<file path="src/rtl/rect_draw_ctrl_if.sv">
// Request and pixel-stream bundle for the rectangle draw controller.
//   start/clear_req   : job requests (sampled by the controller in IDLE only)
//   x0/y0/w/h         : rectangle geometry
//   colour_in         : fill colour
//   x/y/colour/plot   : framebuffer pixel write port
//   busy/done         : job status
// master = requester/framebuffer side, slave = controller.
interface rect_draw_ctrl_if;
  logic       start;
  logic       clear_req;
  logic [7:0] x0;
  logic [6:0] y0;
  logic [7:0] w;
  logic [6:0] h;
  logic [2:0] colour_in;
  logic [7:0] x;
  logic [6:0] y;
  logic [2:0] colour;
  logic       plot;
  logic       busy;
  logic       done;

  modport master (
    output start, clear_req, x0, y0, w, h, colour_in,
    input  x, y, colour, plot, busy, done
  );

  modport slave (
    input  start, clear_req, x0, y0, w, h, colour_in,
    output x, y, colour, plot, busy, done
  );
endinterface

</file>
<file path="src/rtl/rect_draw_ctrl.sv">
// Rectangle fill controller: accepts a draw or clear-screen job, clips it to
// the screen and streams one pixel per cycle in row-major order.
//   clk    : rising-edge clock
//   resetb : synchronous active-low reset
//   bus    : request inputs and registered pixel/status outputs (slave side)
module rect_draw_ctrl #(
  parameter int unsigned SCR_W = 160,
  parameter int unsigned SCR_H = 120
) (
  input logic            clk,
  input logic            resetb,
  rect_draw_ctrl_if.slave bus
);

  typedef enum logic [1:0] {IDLE, LOAD, DRAW, DONE} state_t;

  state_t     state_q, state_d;
  logic [7:0] x0_q, x0_d;
  logic [6:0] y0_q, y0_d;
  logic [8:0] w_q, w_d;
  logic [8:0] h_q, h_d;
  logic [2:0] col_q, col_d;
  logic [7:0] x_q, x_d;
  logic [6:0] y_q, y_d;
  logic [2:0] colour_q, colour_d;
  logic       plot_q, plot_d;
  logic       busy_q, busy_d;
  logic       done_q, done_d;

  // Clipping in 9 bits so x0+w and the remaining span cannot wrap.
  logic [8:0] rem_w, rem_h, w_clip, h_clip;
  logic       empty;
  logic [7:0] x_last;
  logic [6:0] y_last;

  always_comb begin
    rem_w  = 9'(SCR_W) - 9'(x0_q);
    rem_h  = 9'(SCR_H) - 9'(y0_q);
    w_clip = (w_q < rem_w) ? w_q : rem_w;
    h_clip = (h_q < rem_h) ? h_q : rem_h;
    empty  = (9'(x0_q) >= 9'(SCR_W)) || (9'(y0_q) >= 9'(SCR_H)) ||
             (w_clip == 9'd0) || (h_clip == 9'd0);
    // Only meaningful in DRAW, where w_q/h_q already hold the clipped size.
    x_last = 8'(9'(x0_q) + w_q - 9'd1);
    y_last = 7'(9'(y0_q) + h_q - 9'd1);
  end

  // Next-state and datapath; status flops are aligned with the next state.
  always_comb begin
    state_d  = state_q;
    x0_d     = x0_q;
    y0_d     = y0_q;
    w_d      = w_q;
    h_d      = h_q;
    col_d    = col_q;
    x_d      = x_q;
    y_d      = y_q;
    colour_d = colour_q;
    plot_d   = 1'b0;
    busy_d   = 1'b0;
    done_d   = 1'b0;
    case (state_q)
      IDLE: begin
        if (bus.clear_req) begin
          x0_d    = 8'd0;
          y0_d    = 7'd0;
          w_d     = 9'(SCR_W);
          h_d     = 9'(SCR_H);
          col_d   = 3'd0;
          busy_d  = 1'b1;
          state_d = LOAD;
        end else if (bus.start) begin
          x0_d    = bus.x0;
          y0_d    = bus.y0;
          w_d     = 9'(bus.w);
          h_d     = 9'(bus.h);
          col_d   = bus.colour_in;
          busy_d  = 1'b1;
          state_d = LOAD;
        end
      end
      LOAD: begin
        w_d = w_clip;
        h_d = h_clip;
        if (empty) begin
          done_d  = 1'b1;
          state_d = DONE;
        end else begin
          x_d      = x0_q;
          y_d      = y0_q;
          colour_d = col_q;
          plot_d   = 1'b1;
          busy_d   = 1'b1;
          state_d  = DRAW;
        end
      end
      DRAW: begin
        if ((x_q == x_last) && (y_q == y_last)) begin
          done_d  = 1'b1;
          state_d = DONE;
        end else begin
          plot_d = 1'b1;
          busy_d = 1'b1;
          if (x_q == x_last) begin
            x_d = x0_q;
            y_d = y_q + 7'd1;
          end else begin
            x_d = x_q + 8'd1;
          end
        end
      end
      DONE: begin
        state_d = IDLE;
      end
      default: begin
        state_d = IDLE;
      end
    endcase
  end

  // State and datapath registers with synchronous reset.
  always_ff @(posedge clk) begin
    if (!resetb) begin
      state_q  <= IDLE;
      x0_q     <= '0;
      y0_q     <= '0;
      w_q      <= '0;
      h_q      <= '0;
      col_q    <= '0;
      x_q      <= '0;
      y_q      <= '0;
      colour_q <= '0;
      plot_q   <= 1'b0;
      busy_q   <= 1'b0;
      done_q   <= 1'b0;
    end else begin
      state_q  <= state_d;
      x0_q     <= x0_d;
      y0_q     <= y0_d;
      w_q      <= w_d;
      h_q      <= h_d;
      col_q    <= col_d;
      x_q      <= x_d;
      y_q      <= y_d;
      colour_q <= colour_d;
      plot_q   <= plot_d;
      busy_q   <= busy_d;
      done_q   <= done_d;
    end
  end

  assign bus.x      = x_q;
  assign bus.y      = y_q;
  assign bus.colour = colour_q;
  assign bus.plot   = plot_q;
  assign bus.busy   = busy_q;
  assign bus.done   = done_q;

endmodule

</file>
<file path="src/flat_wrapper.sv">
// flat-port wrapper written by rule: the top's interface ports become plain ports
module rect_draw_ctrl_flat 
#(
  parameter int unsigned SCR_W = 160,
  parameter int unsigned SCR_H = 120
)
  (clk, resetb, bus_start, bus_clear_req, bus_x0, bus_y0, bus_w, bus_h, bus_colour_in, bus_x, bus_y, bus_colour, bus_plot, bus_busy, bus_done);
  rect_draw_ctrl_if bus_i ();
  input logic clk;
  input logic resetb;
  input wire logic [$bits(bus_i.start)-1:0] bus_start;
  input wire logic [$bits(bus_i.clear_req)-1:0] bus_clear_req;
  input wire logic [$bits(bus_i.x0)-1:0] bus_x0;
  input wire logic [$bits(bus_i.y0)-1:0] bus_y0;
  input wire logic [$bits(bus_i.w)-1:0] bus_w;
  input wire logic [$bits(bus_i.h)-1:0] bus_h;
  input wire logic [$bits(bus_i.colour_in)-1:0] bus_colour_in;
  output wire logic [$bits(bus_i.x)-1:0] bus_x;
  output wire logic [$bits(bus_i.y)-1:0] bus_y;
  output wire logic [$bits(bus_i.colour)-1:0] bus_colour;
  output wire logic [$bits(bus_i.plot)-1:0] bus_plot;
  output wire logic [$bits(bus_i.busy)-1:0] bus_busy;
  output wire logic [$bits(bus_i.done)-1:0] bus_done;
  assign bus_i.start = bus_start;
  assign bus_i.clear_req = bus_clear_req;
  assign bus_i.x0 = bus_x0;
  assign bus_i.y0 = bus_y0;
  assign bus_i.w = bus_w;
  assign bus_i.h = bus_h;
  assign bus_i.colour_in = bus_colour_in;
  assign bus_x = bus_i.x;
  assign bus_y = bus_i.y;
  assign bus_colour = bus_i.colour;
  assign bus_plot = bus_i.plot;
  assign bus_busy = bus_i.busy;
  assign bus_done = bus_i.done;
  rect_draw_ctrl #(.SCR_W(SCR_W), .SCR_H(SCR_H)) u_core (.clk(clk), .resetb(resetb), .bus(bus_i));
endmodule
</file>
<file path="config.mk">
export PLATFORM = sky130hd
export DESIGN_NAME = rect_draw_ctrl_flat
export DESIGN_NICKNAME = d
export VERILOG_FILES = /design/src/rtl/rect_draw_ctrl_if.sv /design/src/rtl/rect_draw_ctrl.sv /design/src/flat_wrapper.sv
export SDC_FILE = /design/constraint.sdc
export NUM_CORES = 1
export LEC_CHECK = 0
export ABC_AREA = 1
export CAP_MARGIN = 10
export CORE_MARGIN = 2
export CORE_UTILIZATION = 43
export CTS_BUF_LIST = sky130_fd_sc_hd__clkbuf_8 sky130_fd_sc_hd__clkbuf_16
export DETAILED_ROUTE_END_ITERATION = 16
export GPL_ROUTABILITY_DRIVEN = 0
export HOLD_SLACK_MARGIN = 0.06
export SLEW_MARGIN = 10
export SYNTH_ARGS = -nofsm -noshare
export SYNTH_HDL_FRONTEND = slang
export SYNTH_SLANG_ARGS = --single-unit
</file>
<file path="constraint.sdc">
create_clock -name clk -period 4 [get_ports clk]
set_input_delay 0.8 -clock clk [delete_from_list [all_inputs] [get_ports clk]]
set_output_delay 0.8 -clock clk [all_outputs]
set_load 0.01 [all_outputs]
</file>
==> out/results.ini, run 1 <==
[grt]
track_usage_pct = 21.8
antenna_found_initial = 0
grt_pass1_wl_um = 22000
grt_pass1_vias = 4526
gr-total-overflow = 0
grt_max_degree = 36

[place]
io_buffers = 57
post-dp-hpwl_um = 10100

[floorplanning]
dieArea_um2 = 12200
fp.dieW_um = 110
die_height_um = 110
row_count = 38
ios = 58
start_util_pct = 44.5
core_area_um2 = 10900

[yosys]
synthDistinctLibCells = 39
async_reset_ff_share_pct = 0
syn_inst = 712
synth_nets = 802
synth_edf_count = 0
ys_ff_latch = 59
ys_warn_count = 0
synth_ff_type = dfxtp_1
syn_area_um2 = 4870
yosysSeqAreaShare_pct = 24.3
syn_avg_cell_area_um2 = 6.84

[route]
drt_first_pass_iters = 5
drc_errors = 0
met2WireLength_um = 5720
wl_met1_um = 6650
wl_met3_um = 646
viasPerCell = 5.23
detail-route-antenna-nets = 0
drt_iter0_markers = 272
post_drt_wl_per_cell_um = 14.5
num_vias = 4745
finalWirelength_um = 13200
highest_layer = met4

[worst_setup_path]
critPathMaxFanout = 14
cp.required_ps = 4220
crit_top_cell = nand2_1
crit_path_start_kind = flip-flop
crit_path_cell_trace = inv_1 > ha_1 > nand2_1 > nand2_1 > nor2_1 > xor2_1 > ha_1 > nand2_1 > a21oi_1 > nor2_4 > nand3_2 > o21ai_0 > nand2_1 > nor2_1 > nand3_1 > nand3_1 > nand2_2 > nand3_4 > nand2_1 > nand2_1 > nor2_1
path_class = flip-flop to flip-flop
slowest_delay_ps = 430
critPathCaptureType = flip-flop
slowest_stage = dfxtp_1
cp_data_arrival_time_ps = 3810

[timing]
hold_violations = 0
timing.final.crit_share_pct = 89.6
tightest_slew_ps = 788
skew_ps = 9.80
setup_viol = 0
max_freq_ghz = 0.279
fin_crit_ps = 3580
slew_violations = 0
rsz0062_at_grt = false
max-slew-margin-rel_pct = 47.4
fin_tns_setup_ps = 0

[power]
vdd_drop_max_mv = 0.618
leakage_nw = 2.83
p_per_area_nw_per_um2 = 1010
total_power_w = 0.00589

[finish]
areaGrowthSynthToFinish_pct = 19.8
mostFrequentLayoutCells = nand2_1, inv_1, nor2_1
final_layout_size_suffix_gt1_share_pct = 5.60
final_core_util_pct = 53.3
diodes = 0
layout_commonest_cell = nand2_1
final_nets = 853

[clock_network]
cts_sinks = 59
cts_made_buffers = 9
cts-root-buf = clkbuf_16
cts_tree = yes
clkLatencyLatePin_ps = 340
cts.clk_slew.worst_paths_ps = 60
cts_resized = 0
hold_buffers = 0
cts_buffer_depth = 2
cts_htree_levels = 3
cts_setup_buffers = 0

[flow_run]
drv_cap = 0

[status]
status = finished clean

[worst_hold_path]
min_path_type = flip-flop to flip-flop

==> critical path: cells and delay by family, from the launching register on <==
kind | cells | cell delay, ps
buffers and inverters | 1 | 130
XOR/XNOR | 1 | 230
AND/OR/NAND/NOR | 15 | 1770
adder cells (fa/ha/maj) | 2 | 530
flip-flops | 1 | 430
AO/OA/AOI/OAI | 2 | 390
==> synthesized netlist by cell type, types with 2 or more instances <==
| master | count | area [um^2] |
|---|---|---|
| nand4_1 | 27 | 169 |
| nor2_1 | 63 | 236 |
| or2_2 | 2 | 12.5 |
| nor2_2 | 3 | 18.8 |
| xnor2_1 | 16 | 140 |
| nand2_1 | 156 | 586 |
| nand3_1 | 30 | 150 |
| dfxtp_1 | 59 | 1180 |
| a221oi_1 | 10 | 87.6 |
| nor3_1 | 8 | 40.0 |
| xor2_1 | 18 | 158 |
| a211oi_1 | 16 | 120 |
| o21ai_0 | 28 | 140 |
| clkbuf_1 | 14 | 52.6 |
| inv_1 | 117 | 439 |
| nand3_4 | 2 | 35.0 |
| nand3_2 | 4 | 40.0 |
| xnor3_1 | 3 | 67.6 |
| a21oi_1 | 51 | 255 |
| nor2_4 | 2 | 22.5 |
| fa_1 | 2 | 40.0 |
| o211ai_1 | 2 | 15.0 |
| buf_6 | 4 | 45.0 |
| nand2_2 | 2 | 12.5 |
| ha_1 | 51 | 638 |
| buf_2 | 5 | 25.0 |
| o21ai_1 | 5 | 25.0 |
==> registers in the layout (all words and copies together), names as in the netlist, 3 cells and up <==
register,count
u_core.x0_q,8
u_core.bus.x,8
u_core.col_q,3
u_core.y0_q,7
u_core.bus.y,7
u_core.bus.colour,3
u_core.w_q,9
u_core.h_q,9
==> cell type report <==
class | count | area [um^2]
repair buffers | 63 | 616
flip-flops and latches | 59 | 1180
multi-input cells | 511 | 3120
inverters | 119 | 447
clock inverters | 7 | 70.1
well taps | 140 | 175
clock buffers | 9 | 225
fillers | 1083 | 5100
==> cell families (layout without fill, tap and decap cells) <==
family | Yosys count | in the layout | share of synthesized area, %
AND/OR/NAND/NOR | 302 | 302 | 27.8
buffers and inverters | 142 | 198 | 11.7
AO/OA/AOI/OAI | 118 | 118 | 14.5
flip-flops | 59 | 59 | 24.3
adder cells (fa/ha/maj) | 53 | 53 | 13.9
XOR/XNOR | 38 | 38 | 7.84
==> through the flow <==
stage | cell area (um^2) | cells | worst slack (ps) | hold slack, ps
after CTS | 5830 | 908 | 445 | 472
final | 5830 | 908 | 416 | 472
after global placement | 5540 | 892 | 457 | 461
after global routing | 5830 | 908 | 26.6 | 503
after floorplan | 4870 | 712 | 1120 | 446
after detailed placement | 5540 | 892 | 463 | 463
==> worst paths after layout <==
kind | start | to | slack [ps] | cells past startpoint
max reg2reg | u_core.y0_q[0]$_SDFFE_PN0P_ | u_core.bus.x[2]$_SDFFE_PN0P_ | 420 | 21
min | u_core.col_q[1]$_SDFFE_PN0P_ | u_core.col_q[1]$_SDFFE_PN0P_ | 470 | 2
max | u_core.y0_q[0]$_SDFFE_PN0P_ | u_core.bus.x[2]$_SDFFE_PN0P_ | 420 | 21
min reg2reg | u_core.col_q[1]$_SDFFE_PN0P_ | u_core.col_q[1]$_SDFFE_PN0P_ | 470 | 2
==> report_power, final <==
part	leakage, nW	switching, W	internal (W)	total (W)
clock network	0.139	0.000293	0.000479	0.000772
logic	2.21	0.00244	0.00165	0.00409
registers	0.487	0.000222	0.000803	0.00103
==> layer usage <==
metal  vias to the layer above  global-route usage, %
li1                       2427                      -
met5                         -                      0
met4                         0                   7.33
met2                       120                   33.0
met1                      2184                   31.1
met3                        14                   4.01
No activity file was read; power rests on OpenSTA's default activity.
==> run 2, diff against run 1 <==
- CORE_UTILIZATION: 43 -> 57
- GPL_TIMING_DRIVEN: not set -> 0
- PLACE_DENSITY: not set -> 0.81
- SKIP_LAST_GASP: not set -> 1
==> run 2 against run 1 <==
Net effect:
- flip-flop and latch count unchanged
- via count grew 4.0%
- setup slack better by 52 ps
- power decreased by 0.55%
- clock skew rose by 1.7 ps
- wire length fell by 0.36%
- fmax increased by 1.5%
- critical endpoint is now u_core.bus.colour[2]$_SDFFE_PN0P_
- utilization increased by 17 points
- first-iteration DRC count grew 30%
- combinational power is 3% higher
- sequential power hardly changed
- critical path type unchanged
- die area is 24% lower
==> out/results.ini, run 2 (synthesized netlist as in run 1, its figures left out) <==
[status]
status = finished clean

[clock_network]
clkLatencyLatePin_ps = 350  ; about the same
cts_resized = 0  ; unchanged
cts_made_buffers = 9  ; unchanged
cts-root-buf = clkbuf_8
cts.clk_slew.worst_paths_ps = 80  ; +20 ps
cts_sinks = 59  ; unchanged
hold_buffers = 0  ; unchanged
cts_buffer_depth = 2  ; unchanged
cts_tree = yes
cts_setup_buffers = 0  ; unchanged
cts_htree_levels = 3  ; unchanged

[route]
viasPerCell = 5.54  ; +6.1%
detail-route-antenna-nets = 0  ; unchanged
highest_layer = met4
wl_met3_um = 1030  ; +59%
num_vias = 4933  ; +4.0%
drt_iter0_markers = 353  ; +30%
finalWirelength_um = 13100  ; -0.36%
met2WireLength_um = 6100  ; +6.6%
post_drt_wl_per_cell_um = 14.8  ; +1.7%
drc_errors = 0  ; unchanged
wl_met1_um = 5750  ; -14%
drt_first_pass_iters = 5  ; unchanged

[floorplanning]
core_area_um2 = 8260  ; -24%
fp.dieW_um = 96.4  ; -13%
row_count = 33  ; -13%
ios = 58  ; unchanged
dieArea_um2 = 9300  ; -24%
start_util_pct = 59.0  ; +14 points
die_height_um = 96.4  ; -13%

[worst_hold_path]
min_path_type = flip-flop to flip-flop

[timing]
timing.final.crit_share_pct = 88.3  ; -1.3 points
skew_ps = 11.5  ; +1.71 ps
hold_violations = 0  ; unchanged
rsz0062_at_grt = false
tightest_slew_ps = 677  ; -111 ps
fin_tns_setup_ps = 0  ; unchanged
setup_viol = 0  ; unchanged
setup_ws_ps = 468  ; +51.6 ps
slew_violations = 0  ; unchanged
max-slew-margin-rel_pct = 54.7  ; +7.3 points
fin_crit_ps = 3530  ; -51.6 ps
max_freq_ghz = 0.283  ; +1.5%

[power]
vdd_drop_max_mv = 0.495  ; -20%
leakage_nw = 2.83  ; about the same
p_per_area_nw_per_um2 = 1010  ; about the same

[worst_setup_path]
cp_data_arrival_time_ps = 3780  ; -30 ps
cp.required_ps = 4240  ; +20 ps
critPathMaxFanout = 10  ; -4
path_class = flip-flop to flip-flop
crit_path_start_kind = flip-flop
critPathCaptureType = flip-flop

[finish]
areaGrowthSynthToFinish_pct = 19.1
reg_top3 = u_core.h_q: 9 flops, u_core.w_q: 9 flops
diodes = 0  ; unchanged
final_nets = 870  ; +2.0%
final_layout_size_suffix_gt1_share_pct = 5.99  ; +0.39 points
layout_commonest_cell = nand2_1
design_area_um2 = 5800  ; -0.60%
final_core_util_pct = 70.2  ; +17 points
mostFrequentLayoutCells = nand2_1, inv_1, nor2_1

[grt]
antenna_found_initial = 0  ; unchanged
gr-total-overflow = 0  ; unchanged
track_usage_pct = 29.9  ; +8.1 points
grt_max_degree = 13  ; -64%
grt_pass1_wl_um = 21700  ; -1.3%
grt_pass1_vias = 4725  ; +4.4%

[flow_run]
drv_cap = 0  ; unchanged

[place]
dp_slack_ps = 518  ; +54.2 ps
placed_area_um2 = 5570  ; +0.61%
post-dp-hpwl_um = 10300  ; +2.2%
io_buffers = 57  ; unchanged

==> run 2: worst paths after layout <==
kind,endpoint,depth (start not counted),start,slack (ps)
worst max-delay path,u_core.bus.colour[2]$_SDFFE_PN0P_,20,u_core.y0_q[0]$_SDFFE_PN0P_,470
worst min-delay path,u_core.col_q[1]$_SDFFE_PN0P_,2,u_core.col_q[1]$_SDFFE_PN0P_,470
worst max register to register,u_core.bus.colour[2]$_SDFFE_PN0P_,20,u_core.y0_q[0]$_SDFFE_PN0P_,470
worst min register to register,u_core.col_q[1]$_SDFFE_PN0P_,2,u_core.col_q[1]$_SDFFE_PN0P_,470
==> run 2: where the power goes <==
group,internal (W),total (W),switching (W)
clock,0.000355,0.000637,0.000282
combinational,0.00172,0.00420,0.00248
sequential,0.000802,0.00102,0.000214
total,0.00288,0.00586,0.00298
==> run 2: layout make-up <==
cell class | instances | area [um^2]
multi-input combinational | 511 | 3120
sequential | 59 | 1180
tap | 105 | 131
fill | 712 | 2460
inverter | 119 | 447
clock buffer | 9 | 124
buffer | 23 | 123
clock inverter | 7 | 103
timing repair buffer | 57 | 571
==> run 2: layer usage <==
| metal | track usage [%] | vias to the layer above |
|---|---|---|
| li1 | - | 2466 |
| met3 | 5.97 | 31 |
| met1 | 39.6 | 2250 |
| met2 | 48.8 | 186 |
| met5 | 0 | - |
| met4 | 10.1 | 0 |
==> run 2: critical path: stages (launching register included) <==
cell and delay (ps):
dfxtp_1 420, inv_1 140, ha_1 240, nand2_1 70
nand2_1 90, nor2_1 130, xor2_1 230, ha_1 290
nand2_1 80, nor2_1 80, nand2_1 190, nand3_2 120
buf_6 160, o21ai_0 220, nor2_1 80, nand3_1 90
nand3_1 130, nor2_1 350, inv_1 130, nor2_1 120
nor2_1 60
==> run 2: stage by stage <==
stage | total power [W] | hold WS (ps) | std cells
CTS | 0.00583 | 471 | 890
floorplan | 0.00416 | 446 | 712
global placement | 0.00499 | 456 | 874
global route | 0.00647 | 496 | 890
finish | 0.00586 | 470 | 890
detailed placement | 0.00516 | 460 | 874
==> run 3, diff against run 2 <==
- CORE_ASPECT_RATIO: not set -> 0.75
- CORE_UTILIZATION: 57 -> 62
- PLACE_DENSITY: 0.81 -> 0.87
- clock period: 4 -> 4.4 ns (I/O delays scaled with it)
==> run 3 against run 2 <==
Net effect:
- first-iteration DRC count is 48% higher
- sequential share of layout area increased by 0.062 points
- setup slack better by 280 ps
- utilization up 7.2 points
- sequential power shrank 8%
- fmax down 3.3%
- clock skew down 3.7 ps
- global-route usage rose by 3.2 points
- critical path depth unchanged
==> out/results.ini, run 3 (synthesized netlist as in run 1, its figures left out) <==
[status]
status = finished clean

[grt]
gr-total-overflow = 0  ; unchanged
antenna_found_initial = 0  ; unchanged
grt_max_degree = 11  ; -2
grt_pass1_vias = 4681  ; -0.93%
track_usage_pct = 33.1  ; +3.2 points
grt_pass1_wl_um = 22300  ; +2.9%

[clock_network]
cts_made_buffers = 9  ; unchanged
cts_sinks = 59  ; unchanged
cts-root-buf = clkbuf_8
cts_buffer_depth = 2  ; unchanged
cts_resized = 0  ; unchanged
clkLatencyLatePin_ps = 340  ; about the same
hold_buffers = 0  ; unchanged
cts_tree = yes
cts_htree_levels = 3  ; unchanged
cts.clk_slew.worst_paths_ps = 70  ; about the same
cts_setup_buffers = 0  ; unchanged

[finish]
diodes = 0  ; unchanged
mostFrequentLayoutCells = nand2_1, inv_1, nor2_1
final_layout_size_suffix_gt1_share_pct = 5.86  ; -0.13 points
multi_input_area_um2 = 3120  ; unchanged
reg_top3 = u_core.h_q: 9 flops, u_core.w_q: 9 flops
areaGrowthSynthToFinish_pct = 18.7
layout_commonest_cell = nand2_1
fillers = 560  ; -21%
final_nets = 870  ; unchanged
regArea_um2 = 1180  ; unchanged
design_area_um2 = 5780  ; -0.30%

[timing]
max-slew-margin-rel_pct = 43.8  ; -11 points
slew_violations = 0  ; unchanged
timing.final.crit_share_pct = 83.0  ; -5.3 points
tightest_slew_ps = 840  ; +164 ps
hold_violations = 0  ; unchanged
fin_crit_ps = 3650  ; +122 ps
fin_tns_setup_ps = 0  ; unchanged
max_freq_ghz = 0.274  ; -3.3%
skew_ps = 7.77  ; -3.74 ps
rsz0062_at_grt = false
setup_viol = 0  ; unchanged

[route]
post_drt_wl_per_cell_um = 15.6  ; +6.1%
drt_iter0_markers = 524  ; +48%
viasPerCell = 5.80  ; +4.7%
finalWirelength_um = 13900  ; +5.6%
detail-route-antenna-nets = 0  ; unchanged
num_vias = 5140  ; +4.2%
drc_errors = 0  ; unchanged
drt_first_pass_iters = 5  ; unchanged

[worst_setup_path]
path_class = flip-flop to flip-flop
cp_data_arrival_time_ps = 3890  ; +110 ps
reg2reg_to = u_core.bus.colour[0]$_SDFFE_PN0P_
cp.required_ps = 4630  ; +390 ps
critPathMaxFanout = 10  ; unchanged
ff2ff_setup_slack_ps = 750  ; +280 ps
critPathCaptureType = flip-flop
cp-endpoint = u_core.bus.colour[0]$_SDFFE_PN0P_
crit_path_start_kind = flip-flop
crit_start = u_core.y0_q[0]$_SDFFE_PN0P_
rr_worst_depth = 20  ; unchanged
rr_startpoint = u_core.y0_q[0]$_SDFFE_PN0P_

[power]
leakage_nw = 2.83  ; -0.13%
vdd_drop_max_mv = 0.469  ; -5.1%
sw_frac_of_total_pct = 51.5  ; +0.61 points
comb_power_share_pct = 72.7  ; +0.9 points
power_frac_seq_pct = 17.4  ; about the same
p_per_area_nw_per_um2 = 929  ; -8.1%
power.share.clock_pct = 9.9  ; -1.0 points
internal-power_w = 0.00261  ; -9.5%
p_switching_w = 0.00276  ; -7.2%

[place]
io_buffers = 57  ; unchanged
post-dp-hpwl_um = 10700  ; +3.5%
placed_area_um2 = 5570  ; about the same

[flow_run]
drv_cap = 0  ; unchanged

[floorplanning]
die_height_um = 80.7  ; -16%
core_area_um2 = 7470  ; -9.6%
dieArea_um2 = 8580  ; -7.7%
row_count = 27  ; -18%
fp.dieW_um = 106  ; +10%
ios = 58  ; unchanged
start_util_pct = 65.2  ; +6.3 points

[worst_hold_path]
min_path_type = flip-flop to flip-flop
hold_depth = 2  ; unchanged

run 3: cell count changes in the layout (fill, tap and decap cells not counted):
cell,before,now
bufinv_16,2,1
clkbuf_8,9,12
clkinv_4,4,0
clkinvlp_4,1,2
inv_1,117,118
run 3: area by class of cell:
cell class	instances	share of cell area (%)
plain buffers	23	2.12
clock buffers	12	2.86
clock inverters	4	0.844
inverters	119	7.73
multi-input cells	511	54.0
flip-flops and latches	59	20.4
well taps	101	2.19
repair buffers	57	9.87
run 3: power groups by stage:
stage               sequential, W  clock [W]  combinational (W)
detailed placement       0.000935          0            0.00378
floorplan                0.000911          0            0.00287
global placement         0.000924          0            0.00362
global route             0.000954   0.000557            0.00438
CTS                      0.000926   0.000530            0.00384
finish                   0.000934   0.000531            0.00390
run 3: worst min path at each step:
stage,from,endpoint
after floorplan,u_core.col_q[0]$_SDFFE_PN0P_,u_core.col_q[0]$_SDFFE_PN0P_
final,u_core.col_q[0]$_SDFFE_PN0P_,u_core.col_q[0]$_SDFFE_PN0P_
after CTS,u_core.col_q[2]$_SDFFE_PN0P_,u_core.col_q[2]$_SDFFE_PN0P_
after detailed placement,u_core.col_q[2]$_SDFFE_PN0P_,u_core.col_q[2]$_SDFFE_PN0P_
after global routing,u_core.col_q[0]$_SDFFE_PN0P_,u_core.col_q[0]$_SDFFE_PN0P_
after global placement,u_core.col_q[2]$_SDFFE_PN0P_,u_core.col_q[2]$_SDFFE_PN0P_
run 3: layer usage:
| metal | part of all wire [%] | wire [um] | track usage (%) |
|---|---|---|---|
| met3 | 9.5 | 1310 | 5.86 |
| met1 | 43 | 5980 | 44.4 |
| met4 | 2.7 | 369 | 11.3 |
| met2 | 45 | 6200 | 54.6 |
| met5 | 0 | 0 | 0 |
run 3: critical path: stages (launching register included):
cell     delay [ps]
dfxtp_1         420
inv_1           130
ha_1            250
nand2_1         100
nand2_1         110
nor2_1          130
xor2_1          240
ha_1            310
nand2_1          90
nor2_1           70
nand2_1         200
nand3_2         130
buf_6           160
o21ai_0         250
nor2_1           90
nand3_1         100
nand3_1         140
nor2_1          350
inv_1           130
nor2_1          100
nor2_1           60
run 3: per-stage QoR:
step / instances / hold WS (ps) / total power (W) / util (%) / setup slack (ps)
after floorplan: 712 / 446 / 0.00379 / - / 1520
after global placement: 870 / 460 / 0.00454 / 74.5 / 1010
after detailed placement: 870 / 475 / 0.00472 / 74.5 / 990
after CTS: 886 / 485 / 0.00530 / 77.4 / 851
after global routing: 886 / 502 / 0.00589 / 77.4 / 534
final: 886 / 487 / 0.00537 / 77.4 / 746
